[src/rtl/ppu_if_pkg.sv]
// Shared opcode encodings, OAM byte-enable patterns and queue-entry sizing
// for the CPU-to-PPU write path.
package ppu_if_pkg;

   localparam logic [3:0] SRM = 4'h1;
   localparam logic [3:0] SSL = 4'h2;
   localparam logic [3:0] SLD = 4'h3;
   localparam logic [3:0] SFT = 4'h4;
   localparam logic [3:0] SBT = 4'h5;
   localparam logic [3:0] SFA = 4'h6;
   localparam logic [3:0] SBA = 4'h7;

   localparam logic [3:0] OAM_BE_NONE = 4'b0000;
   localparam logic [3:0] OAM_BE_ALL  = 4'b1111;
   localparam logic [3:0] OAM_BE_SSL  = 4'b1001;
   localparam logic [3:0] OAM_BE_SFT  = 4'b0010;
   localparam logic [3:0] OAM_BE_SFA  = 4'b0100;

   localparam int unsigned OP_W = 3;

   // Queue entries are packed as {op[2:0], index, value}.
   function automatic int unsigned entry_w(int unsigned bg_w, int unsigned data_w);
      return OP_W + bg_w + data_w;
   endfunction

endpackage

[src/rtl/ppu_write_decode.sv]
// Combinational decode of one queued S-type write into PPU strobes, addresses
// and data; all fields are zero when valid_i is low.
module ppu_write_decode
   import ppu_if_pkg::*;
#(
   parameter int unsigned OAM_ADDR_W = 6,
   parameter int unsigned BG_ADDR_W  = 10,
   parameter int unsigned DATA_W     = 32
) (
   input  logic                  valid_i,
   input  logic [2:0]            op_i,
   input  logic [BG_ADDR_W-1:0]  index_i,
   input  logic [DATA_W-1:0]     value_i,
   output logic                  bgtt_o,
   output logic                  bgat_o,
   output logic [BG_ADDR_W-1:0]  bg_addr_o,
   output logic [7:0]            bg_data_o,
   output logic [3:0]            oam_be_o,
   output logic [OAM_ADDR_W-1:0] oam_addr_o,
   output logic [31:0]           oam_data_o
);

   always_comb begin
      bgtt_o     = 1'b0;
      bgat_o     = 1'b0;
      bg_addr_o  = '0;
      bg_data_o  = '0;
      oam_be_o   = OAM_BE_NONE;
      oam_addr_o = '0;
      oam_data_o = '0;
      if (valid_i) begin
         oam_addr_o = index_i[OAM_ADDR_W-1:0];
         bg_addr_o  = index_i;
         bg_data_o  = value_i[7:0];
         case ({1'b0, op_i})
            SRM: begin
               oam_be_o   = OAM_BE_ALL;
               oam_data_o = '1;
            end
            SSL: begin
               oam_be_o   = OAM_BE_SSL;
               oam_data_o = {value_i[15:8], 8'h00, 8'h00, value_i[7:0]};
            end
            SLD: begin
               oam_be_o   = OAM_BE_ALL;
               oam_data_o = value_i[31:0];
            end
            SFT: begin
               oam_be_o   = OAM_BE_SFT;
               oam_data_o = {8'h00, 8'h00, value_i[7:0], 8'h00};
            end
            SFA: begin
               oam_be_o   = OAM_BE_SFA;
               oam_data_o = {8'h00, value_i[7:0], 8'h00, 8'h00};
            end
            SBT:     bgtt_o = 1'b1;
            SBA:     bgat_o = 1'b1;
            default: ;
         endcase
      end
   end

endmodule

[src/rtl/cpu_ppu_write_queue.sv]
// FIFO between CPU EX-stage PPU writes and the PPU memories, drained only while
// the write window is open. Optional macro: CPU_PPU_WQ_BYPASS_EN.
module cpu_ppu_write_queue
   import ppu_if_pkg::*;
#(
   parameter int unsigned DEPTH      = 8,
   parameter int unsigned OAM_ADDR_W = 6,
   parameter int unsigned BG_ADDR_W  = 10,
   parameter int unsigned DATA_W     = 32
) (
   input  logic                       clk,
   input  logic                       rst,
   input  logic                       enable,
   input  logic [3:0]                 opcode,
   input  logic [BG_ADDR_W-1:0]       S_type_index,
   input  logic [DATA_W-1:0]          S_type_value,
   input  logic                       ppu_write_window,
   output logic                       cpu_stall,
   output logic                       queue_empty,
   output logic [$clog2(DEPTH):0]     queue_count,
   output logic                       overflow,
   output logic                       BGTTWrite,
   output logic                       BGATWrite,
   output logic [BG_ADDR_W-1:0]       BGWrite_addr,
   output logic [7:0]                 BGWrite_data,
   output logic [3:0]                 OAMWrite,
   output logic [OAM_ADDR_W-1:0]      OAMWrite_addr,
   output logic [31:0]                OAMWrite_data
);

   localparam int unsigned PW = $clog2(DEPTH);
   localparam int unsigned CW = PW + 1;
   localparam int unsigned EW = entry_w(BG_ADDR_W, DATA_W);

   logic [EW-1:0]  mem_q [DEPTH];
   logic [PW-1:0]  wr_ptr_q, rd_ptr_q;
   logic [CW-1:0]  count_q, count_d;
   logic           overflow_q;
   logic           full, valid_op, bypass, push, pop;
   logic [EW-1:0]  in_entry, head_entry, dec_entry;

   logic                  bgtt_d, bgat_d, bgtt_q, bgat_q;
   logic [BG_ADDR_W-1:0]  bg_addr_d, bg_addr_q;
   logic [7:0]            bg_data_d, bg_data_q;
   logic [3:0]            oam_be_d, oam_be_q;
   logic [OAM_ADDR_W-1:0] oam_addr_d, oam_addr_q;
   logic [31:0]           oam_data_d, oam_data_q;

   assign full       = (count_q == CW'(DEPTH));
   assign valid_op   = enable && (opcode != 4'h0) && !opcode[3];
   assign in_entry   = {opcode[2:0], S_type_index, S_type_value};
   assign head_entry = mem_q[rd_ptr_q];

`ifdef CPU_PPU_WQ_BYPASS_EN
   // An empty queue with an open window lets the request go straight to decode.
   assign bypass = valid_op && (count_q == '0) && ppu_write_window;
`else
   assign bypass = 1'b0;
`endif

   assign push      = valid_op && !full && !bypass;
   assign pop       = ppu_write_window && (count_q != '0);
   assign dec_entry = bypass ? in_entry : head_entry;
   assign count_d   = count_q + CW'(push) - CW'(pop);

   ppu_write_decode #(
      .OAM_ADDR_W (OAM_ADDR_W),
      .BG_ADDR_W  (BG_ADDR_W),
      .DATA_W     (DATA_W)
   ) u_decode (
      .valid_i    (pop || bypass),
      .op_i       (dec_entry[EW-1 -: OP_W]),
      .index_i    (dec_entry[DATA_W +: BG_ADDR_W]),
      .value_i    (dec_entry[DATA_W-1:0]),
      .bgtt_o     (bgtt_d),
      .bgat_o     (bgat_d),
      .bg_addr_o  (bg_addr_d),
      .bg_data_o  (bg_data_d),
      .oam_be_o   (oam_be_d),
      .oam_addr_o (oam_addr_d),
      .oam_data_o (oam_data_d)
   );

   always_ff @(posedge clk) begin
      if (push) mem_q[wr_ptr_q] <= in_entry;
   end

   always_ff @(posedge clk or posedge rst) begin
      if (rst) begin
         wr_ptr_q   <= '0;
         rd_ptr_q   <= '0;
         count_q    <= '0;
         overflow_q <= 1'b0;
         bgtt_q     <= 1'b0;
         bgat_q     <= 1'b0;
         bg_addr_q  <= '0;
         bg_data_q  <= '0;
         oam_be_q   <= '0;
         oam_addr_q <= '0;
         oam_data_q <= '0;
      end else begin
         if (push) wr_ptr_q <= wr_ptr_q + PW'(1);
         if (pop)  rd_ptr_q <= rd_ptr_q + PW'(1);
         count_q <= count_d;
         if (valid_op && full) overflow_q <= 1'b1;
         bgtt_q     <= bgtt_d;
         bgat_q     <= bgat_d;
         bg_addr_q  <= bg_addr_d;
         bg_data_q  <= bg_data_d;
         oam_be_q   <= oam_be_d;
         oam_addr_q <= oam_addr_d;
         oam_data_q <= oam_data_d;
      end
   end

   assign cpu_stall     = full;
   assign queue_empty   = (count_q == '0);
   assign queue_count   = count_q;
   assign overflow      = overflow_q;
   assign BGTTWrite     = bgtt_q;
   assign BGATWrite     = bgat_q;
   assign BGWrite_addr  = bg_addr_q;
   assign BGWrite_data  = bg_data_q;
   assign OAMWrite      = oam_be_q;
   assign OAMWrite_addr = oam_addr_q;
   assign OAMWrite_data = oam_data_q;

endmodule
[config.mk]
export PLATFORM = sky130hd
export DESIGN_NAME = cpu_ppu_write_queue
export DESIGN_NICKNAME = d
export VERILOG_FILES = /design/src/rtl/ppu_if_pkg.sv /design/src/rtl/ppu_write_decode.sv /design/src/rtl/cpu_ppu_write_queue.sv
export SDC_FILE = /design/constraint.sdc
export NUM_CORES = 1
export LEC_CHECK = 0
export ABC_AREA = 1
export CORE_MARGIN = 3
export CORE_UTILIZATION = 30
export CTS_CLUSTER_SIZE = 12
export DETAILED_ROUTE_END_ITERATION = 6
export PLACE_DENSITY = 0.48
export SETUP_SLACK_MARGIN = 0.05
export SYNTH_ARGS = -nofsm -noshare
export SYNTH_HDL_FRONTEND = slang
export SYNTH_SLANG_ARGS = --single-unit
[constraint.sdc]
create_clock -name clk -period 4.5 [get_ports clk]
set_input_delay 0.45 -clock clk [delete_from_list [all_inputs] [get_ports clk]]
set_output_delay 0.45 -clock clk [all_outputs]
set_load 0.05 [all_outputs]
==> results of run 1 <==
[cell usage after synthesis, drive strengths merged]
library cell    n  area share [%]
nand2         462              10
edfxtp        360              63
nand3         183             5.4
nor2           77             1.8
buf            74             2.8
dfrtp          66             9.6
o21ai          56             1.6
inv            50             1.1
a21oi          33             1.1
nand4          32             1.2
clkbuf         15            0.33
a31oi          10            0.36
o22ai          10            0.36
ha              8            0.58
xor2            4            0.20
fa              1            0.12
o21bai          1           0.044
or2             1           0.037
or3             1           0.037
xnor2           1           0.051
[critical path: stages (launching register included)]
cell,delay (ps)
dfrtp_4,650
inv_4,560
buf_4,740
nand2_1,100
nand3_1,110
nand2_1,60
nand2_1,70
nand2_1,90
nand2_1,80
nand2_1,80
a21oi_1,340
[worst min-delay path by stage]
stage                      startpoint          endpoint  slack (ps)  cells after the start
final                             rst       OAMWrite[1]         340                      2
after floorplan           wr_ptr_q[0]       wr_ptr_q[0]         490                      2
after detailed placement     overflow          overflow         470                      1
after global routing              rst    queue_count[1]         380                      2
after global placement       overflow          overflow         470                      1
after CTS                         rst  OAMWrite_addr[3]         340                      2
[metrics by stage]
| stage | hold slack [ps] | setup WS [ps] | instance area [µm²] | cells | utilization [%] |
|---|---|---|---|---|---|
| after floorplan | 492 | 190 | 17200 | 1445 | - |
| after global placement | 470 | 901 | 19000 | 2258 | 33.7 |
| after detailed placement | 472 | 859 | 19000 | 2258 | 33.7 |
| after CTS | 338 | 1440 | 20600 | 2346 | 36.4 |
| after global routing | 378 | 1230 | 20600 | 2346 | 36.4 |
| final | 342 | 1390 | 20600 | 2346 | 36.4 |
[layout make-up]
class                      instances  area, µm²
fill                            5426      35900
sequential                       426      12500
multi-input combinational        880       4020
timing repair buffer             146       1420
clock buffer                      72       1400
tap                              756        946
inverter                          50        194
clock inverter                    16        126
[routing by layer]
metal | track usage (%) | vias to the layer above | share of wire [%]
met1 | 21.5 | 5440 | 47
met5 | 0 | - | 0.059
li1 | - | 5225 | -
met3 | 2.85 | 69 | 5.7
met4 | 3.80 | 4 | 2.1
met2 | 24.0 | 326 | 46
[where the power goes]
group	switching [µW]	internal, µW
clock	1560	2160
sequential	277	4740
combinational	3990	1480
total	5820	8380
[kinds of logic (layout without fill, tap and decap cells)]
family | Yosys count | count (layout) | share of synthesized area [%]
and+or+nand+nor | 756 | 756 | 18.6
AOI/OAI and AO/OA | 110 | 110 | 3.52
buffers and inverters | 139 | 284 | 4.25
xor gates and xnor gates | 5 | 5 | 0.255
DFF | 426 | 426 | 72.7
adders and majority gates | 9 | 9 | 0.700
[registers in the layout (all words and copies together) (netlist names), 3 cells and up]
register       cells
BGWrite_addr       5
BGWrite_data       8
OAMWrite           3
OAMWrite_addr      5
OAMWrite_data     32
mem_q            360
queue_count        4
rd_ptr_q           3
wr_ptr_q           3
==> reports/results.ini, run 1 <==
[cts]
cts_buffers = 47
cts_hold_buf = 0
clk_path_buf_depth = 3
cts_setup_buffers = 0
cts_max_level = 2
cts_tree = done
clkLatencyLatePin_ps = 590
ctsResizeCount = 0
clkTransAtPathRegs_ps = 60
cts_sinks = 426
cts_root_buf = clkbuf_16

[global_routing]
grt_pass1_wl_um = 69200
grt_overflow = 0
grtUsageTotal_pct = 15.2
antenna_found_initial = 2
grt_pass1_vias = 10900
grt_max_degree = 95

[routing]
ant_nets = 0
drt-initial-drc-count = 813
wl_per_cell_um = 19.4
viasPerCell = 4.72
post-route-drc-count = 0
wirelength_um = 45600
vias = 11100
first_pass_iters = 6

[layout]
antennaDiodeCount = 0
mostFrequentLayoutCell = nand2_1
layout-drive-gt1-share_pct = 8.30
layout_common_cells = nand2_1, edfxtp_1, nand3_1, clkdlybuf4s50_1, nor2_1
final_nets = 1610
syn_to_final_growth_pct = 20.0

[synthesis]
synth_cell_types = 32
syn_avg_cell_area_um2 = 11.9
netlist_area_um2 = 17200
synth_warnings = 0
synth_cells = 1445
ys_seq_area_share_pct = 72.7
postSynthRegisterBits = 426
synth_nets = 1504

[timing]
max-slew-margin-rel_pct = 28.6
fin_skew_ps = 25.6
finalCriticalPeriod_ps = 3110
tightest_slew_ps = 1070
setup_viol_count_final = 0
finalCritPeriodShare_pct = 69.2
hold_viol_final = 0
rsz0062_at_grt = no
setup_tns_ps = 0
max_freq_mhz = 321
drv_slew = 0

[floorplan]
start_util_pct = 30.4
core_area_um2 = 56500
die_area_um2 = 60100
num_rows = 87
io-pin-count = 119
die_w_um = 245
dieHeight_um = 245

[power]
p_total_uw = 14200
leakage_uw = 0.00767
pwr_density_cell_nw_per_um2 = 690
peakVddDrop_v = 0.000325

[place]
port_buffers = 118
dp_hpwl_um = 26800
gp_congestion = 0.755

[critical_path]
cp-endpoint = OAMWrite_data[26]
start_kind = flip-flop
crit_fanout = 71
end_kind = flip-flop
critical_path_class = reg2reg
required_ps = 4940
rr_endpoint = OAMWrite_data[26]
rr_worst_depth = 10
rrSetupSlack_ps = 1390
arrival_ps = 3560
worstSetupStartpoint = rd_ptr_q[0]
reg2reg_from = rd_ptr_q[0]

[flow_run]
cap_violations = 0

[hold_path]
min_path_type = in2async

[run_status]
status = complete, no violations

No activity file was read; power rests on OpenSTA's default activity.
==> run 2: changes to the inputs <==
PLACE_DENSITY = 0.5   (was 0.48)
clock period = 2.6 ns   (was 4.5 ns; I/O delays follow)
==> run 2 against run 1 <==
  * Worst setup slack got worse by 1100 ps
  * Critical path depth fell by 2
  * Register-to-register slack got worse by 1100 ps
  * Non-clock buffer count rose by 23
  * Sequential share of layout area fell by 1.5 points
==> reports/results.ini, run 2 (synthesis results as in run 1) <==
[run_status]
status = complete, no violations

[power]
pwr-share-clk_pct = 26.8  ; +0.6 points
leakage_uw = 0.00789  ; +2.8%
p_sw_share_pct = 39.9  ; -1.2 points
pwr_density_cell_nw_per_um2 = 1200  ; +73%
peakVddDrop_v = 0.000651  ; +100%
intPower_uw = 15200  ; +81%
p_total_uw = 25200  ; +78%
p_sw_uw = 10100  ; +73%
power_frac_comb_pct = 39.4  ; +0.9 points
p_seq_share_pct = 33.8  ; -1.5 points

[global_routing]
grt_max_degree = 93  ; -2.1%
grt_pass1_wl_um = 69100  ; -0.20%
grt_pass1_vias = 11000  ; +1.5%
grtUsageTotal_pct = 15.1  ; -0.070 points
grt_overflow = 0  ; unchanged
antenna_found_initial = 2  ; unchanged

[cts]
cts_setup_buffers = 0  ; unchanged
clk_path_buf_depth = 3  ; unchanged
clkTransAtPathRegs_ps = 60  ; about the same
cts_max_level = 2  ; unchanged
cts_sinks = 426  ; unchanged
cts_tree = done
cts_hold_buf = 0  ; unchanged
ctsResizeCount = 0  ; unchanged
cts_root_buf = clkbuf_16
cts_buffers = 46  ; -2.1%
clkLatencyLatePin_ps = 580  ; about the same

[timing]
holdWs_ps = 30.8  ; -311 ps
setup_viol_count_final = 0  ; unchanged
max_freq_mhz = 436  ; +36%
hold_viol_final = 0  ; unchanged
fin_skew_ps = 16.1  ; -9.45 ps
setup_slack_ps = 306  ; -1080 ps
drv_slew = 0  ; unchanged
rsz0062_at_grt = no
tightest_slew_ps = 584  ; -487 ps
finalCritPeriodShare_pct = 88.2  ; +19 points
finalCriticalPeriod_ps = 2290  ; -820 ps
max-slew-margin-rel_pct = 61.1  ; +32 points

[routing]
wirelength_um = 45200  ; -0.86%
first_pass_iters = 5  ; -1
ant_nets = 0  ; unchanged
drt-initial-drc-count = 745  ; -8.4%
vias = 11000  ; -0.32%
wl_per_cell_um = 19.1  ; -1.7%
post-route-drc-count = 0  ; unchanged
viasPerCell = 4.66  ; -1.2%

[floorplan]
die_area_um2 = 60100  ; unchanged
core_area_um2 = 56500  ; unchanged
dieHeight_um = 245  ; unchanged
start_util_pct = 30.4  ; unchanged
die_w_um = 245  ; unchanged
num_rows = 87  ; unchanged
io-pin-count = 119  ; unchanged

[place]
dpl_cell_area_um2 = 19500  ; +2.5%
port_buffers = 118  ; unchanged
place_ws_ps = 148  ; -711 ps
dp.cells = 2281  ; +1.0%
dp_hpwl_um = 27400  ; +2.0%
gp_congestion = 0.746  ; -1.1%

[critical_path]
cpPeakStageDelay_ps = 550  ; -190 ps
crit_buf_inv = 2  ; unchanged
start_kind = flip-flop
arrival_ps = 2740  ; -820 ps
critical_path_class = reg2reg
crit_slowest_cell = dfrtp_2
crit_fanout = 20  ; -72%
cp_top_family = simple AND/OR/NAND/NOR gates
path_common_cell = nand2_1
rr_worst_depth = 8  ; -2
cp.depth = 8  ; -2
path_cells = inv_4 > nand3_1 > nand2_1 > nand2_1 > nand2_1 > buf_4 > nand4_1 > a21oi_1
end_kind = flip-flop
required_ps = 3050  ; -1890 ps

[layout]
final_area_um2 = 21100  ; +2.6%
antennaDiodeCount = 0  ; unchanged
regMostFlops = mem_q
syn_to_final_growth_pct = 23.1
largest_reg_flops = 360  ; unchanged
layout_common_cells = nand2_1, edfxtp_1, nand3_1, clkdlybuf4s50_1, nor2_1
final_nets = 1632  ; +1.4%
layout-drive-gt1-share_pct = 9.87  ; +1.6 points
mostFrequentLayoutCell = nand2_1
instances_no_fill = 2367  ; +0.90%

[flow_run]
cap_violations = 0  ; unchanged

[hold_path]
min_path_type = in2async

-- run 2: worst register-to-register path, delay by kind of cell (launching register included) --
kind                   cells  cell delay (ps)
flip-flops                 1              550
AND/OR/NAND/NOR            5              680
AO/OA/AOI/OAI              1              340
buffers and inverters      2              600
-- run 2: per-layer routing --
metal  global-route usage, %  vias up  part of all wire (%)
met5                       0        -                     0
met4                    4.83        0                   2.8
met3                    2.71       81                   5.6
met2                    23.9      323                    46
met1                    21.0     5362                    46
li1                        -     5263                     -
-- run 2: metrics by stage --
step	utilization, %	TNS, ps
after detailed placement	34.5	0
after global placement	34.5	0
after CTS	37.3	0
final	37.4	0
after floorplan	-	-43290
after global routing	37.4	0
-- run 2: power by group through the flow --
| stage | combinational (µW) | clock (µW) | sequential, µW |
|---|---|---|---|
| global route | 10900 | 7230 | 8610 |
| detailed placement | 10000 | 0 | 8680 |
| CTS | 10000 | 6960 | 8550 |
| finish | 9940 | 6760 | 8540 |
| floorplan | 5700 | 0 | 9630 |
| global placement | 9980 | 0 | 8670 |
-- run 2: final timing paths --
path,startpoint,end,slack [ps]
max,rd_ptr_q[1],OAMWrite_data[8],310
max in group asynchronous,rst,rd_ptr_q[0],1910
min,rst,OAMWrite_data[15],30
min reg2reg,overflow,overflow,470
min in group clk,enable,overflow,350
max reg2reg,rd_ptr_q[1],OAMWrite_data[8],310
-- run 2: cell type report --
cell class | count | area, µm²
Tap cell | 756 | 946
Sequential cell | 426 | 12500
Multi-Input combinational cell | 880 | 4060
Fill cell | 5420 | 35400
Clock inverter | 12 | 229
Inverter | 50 | 198
Timing Repair Buffer | 169 | 1850
Clock buffer | 74 | 1360
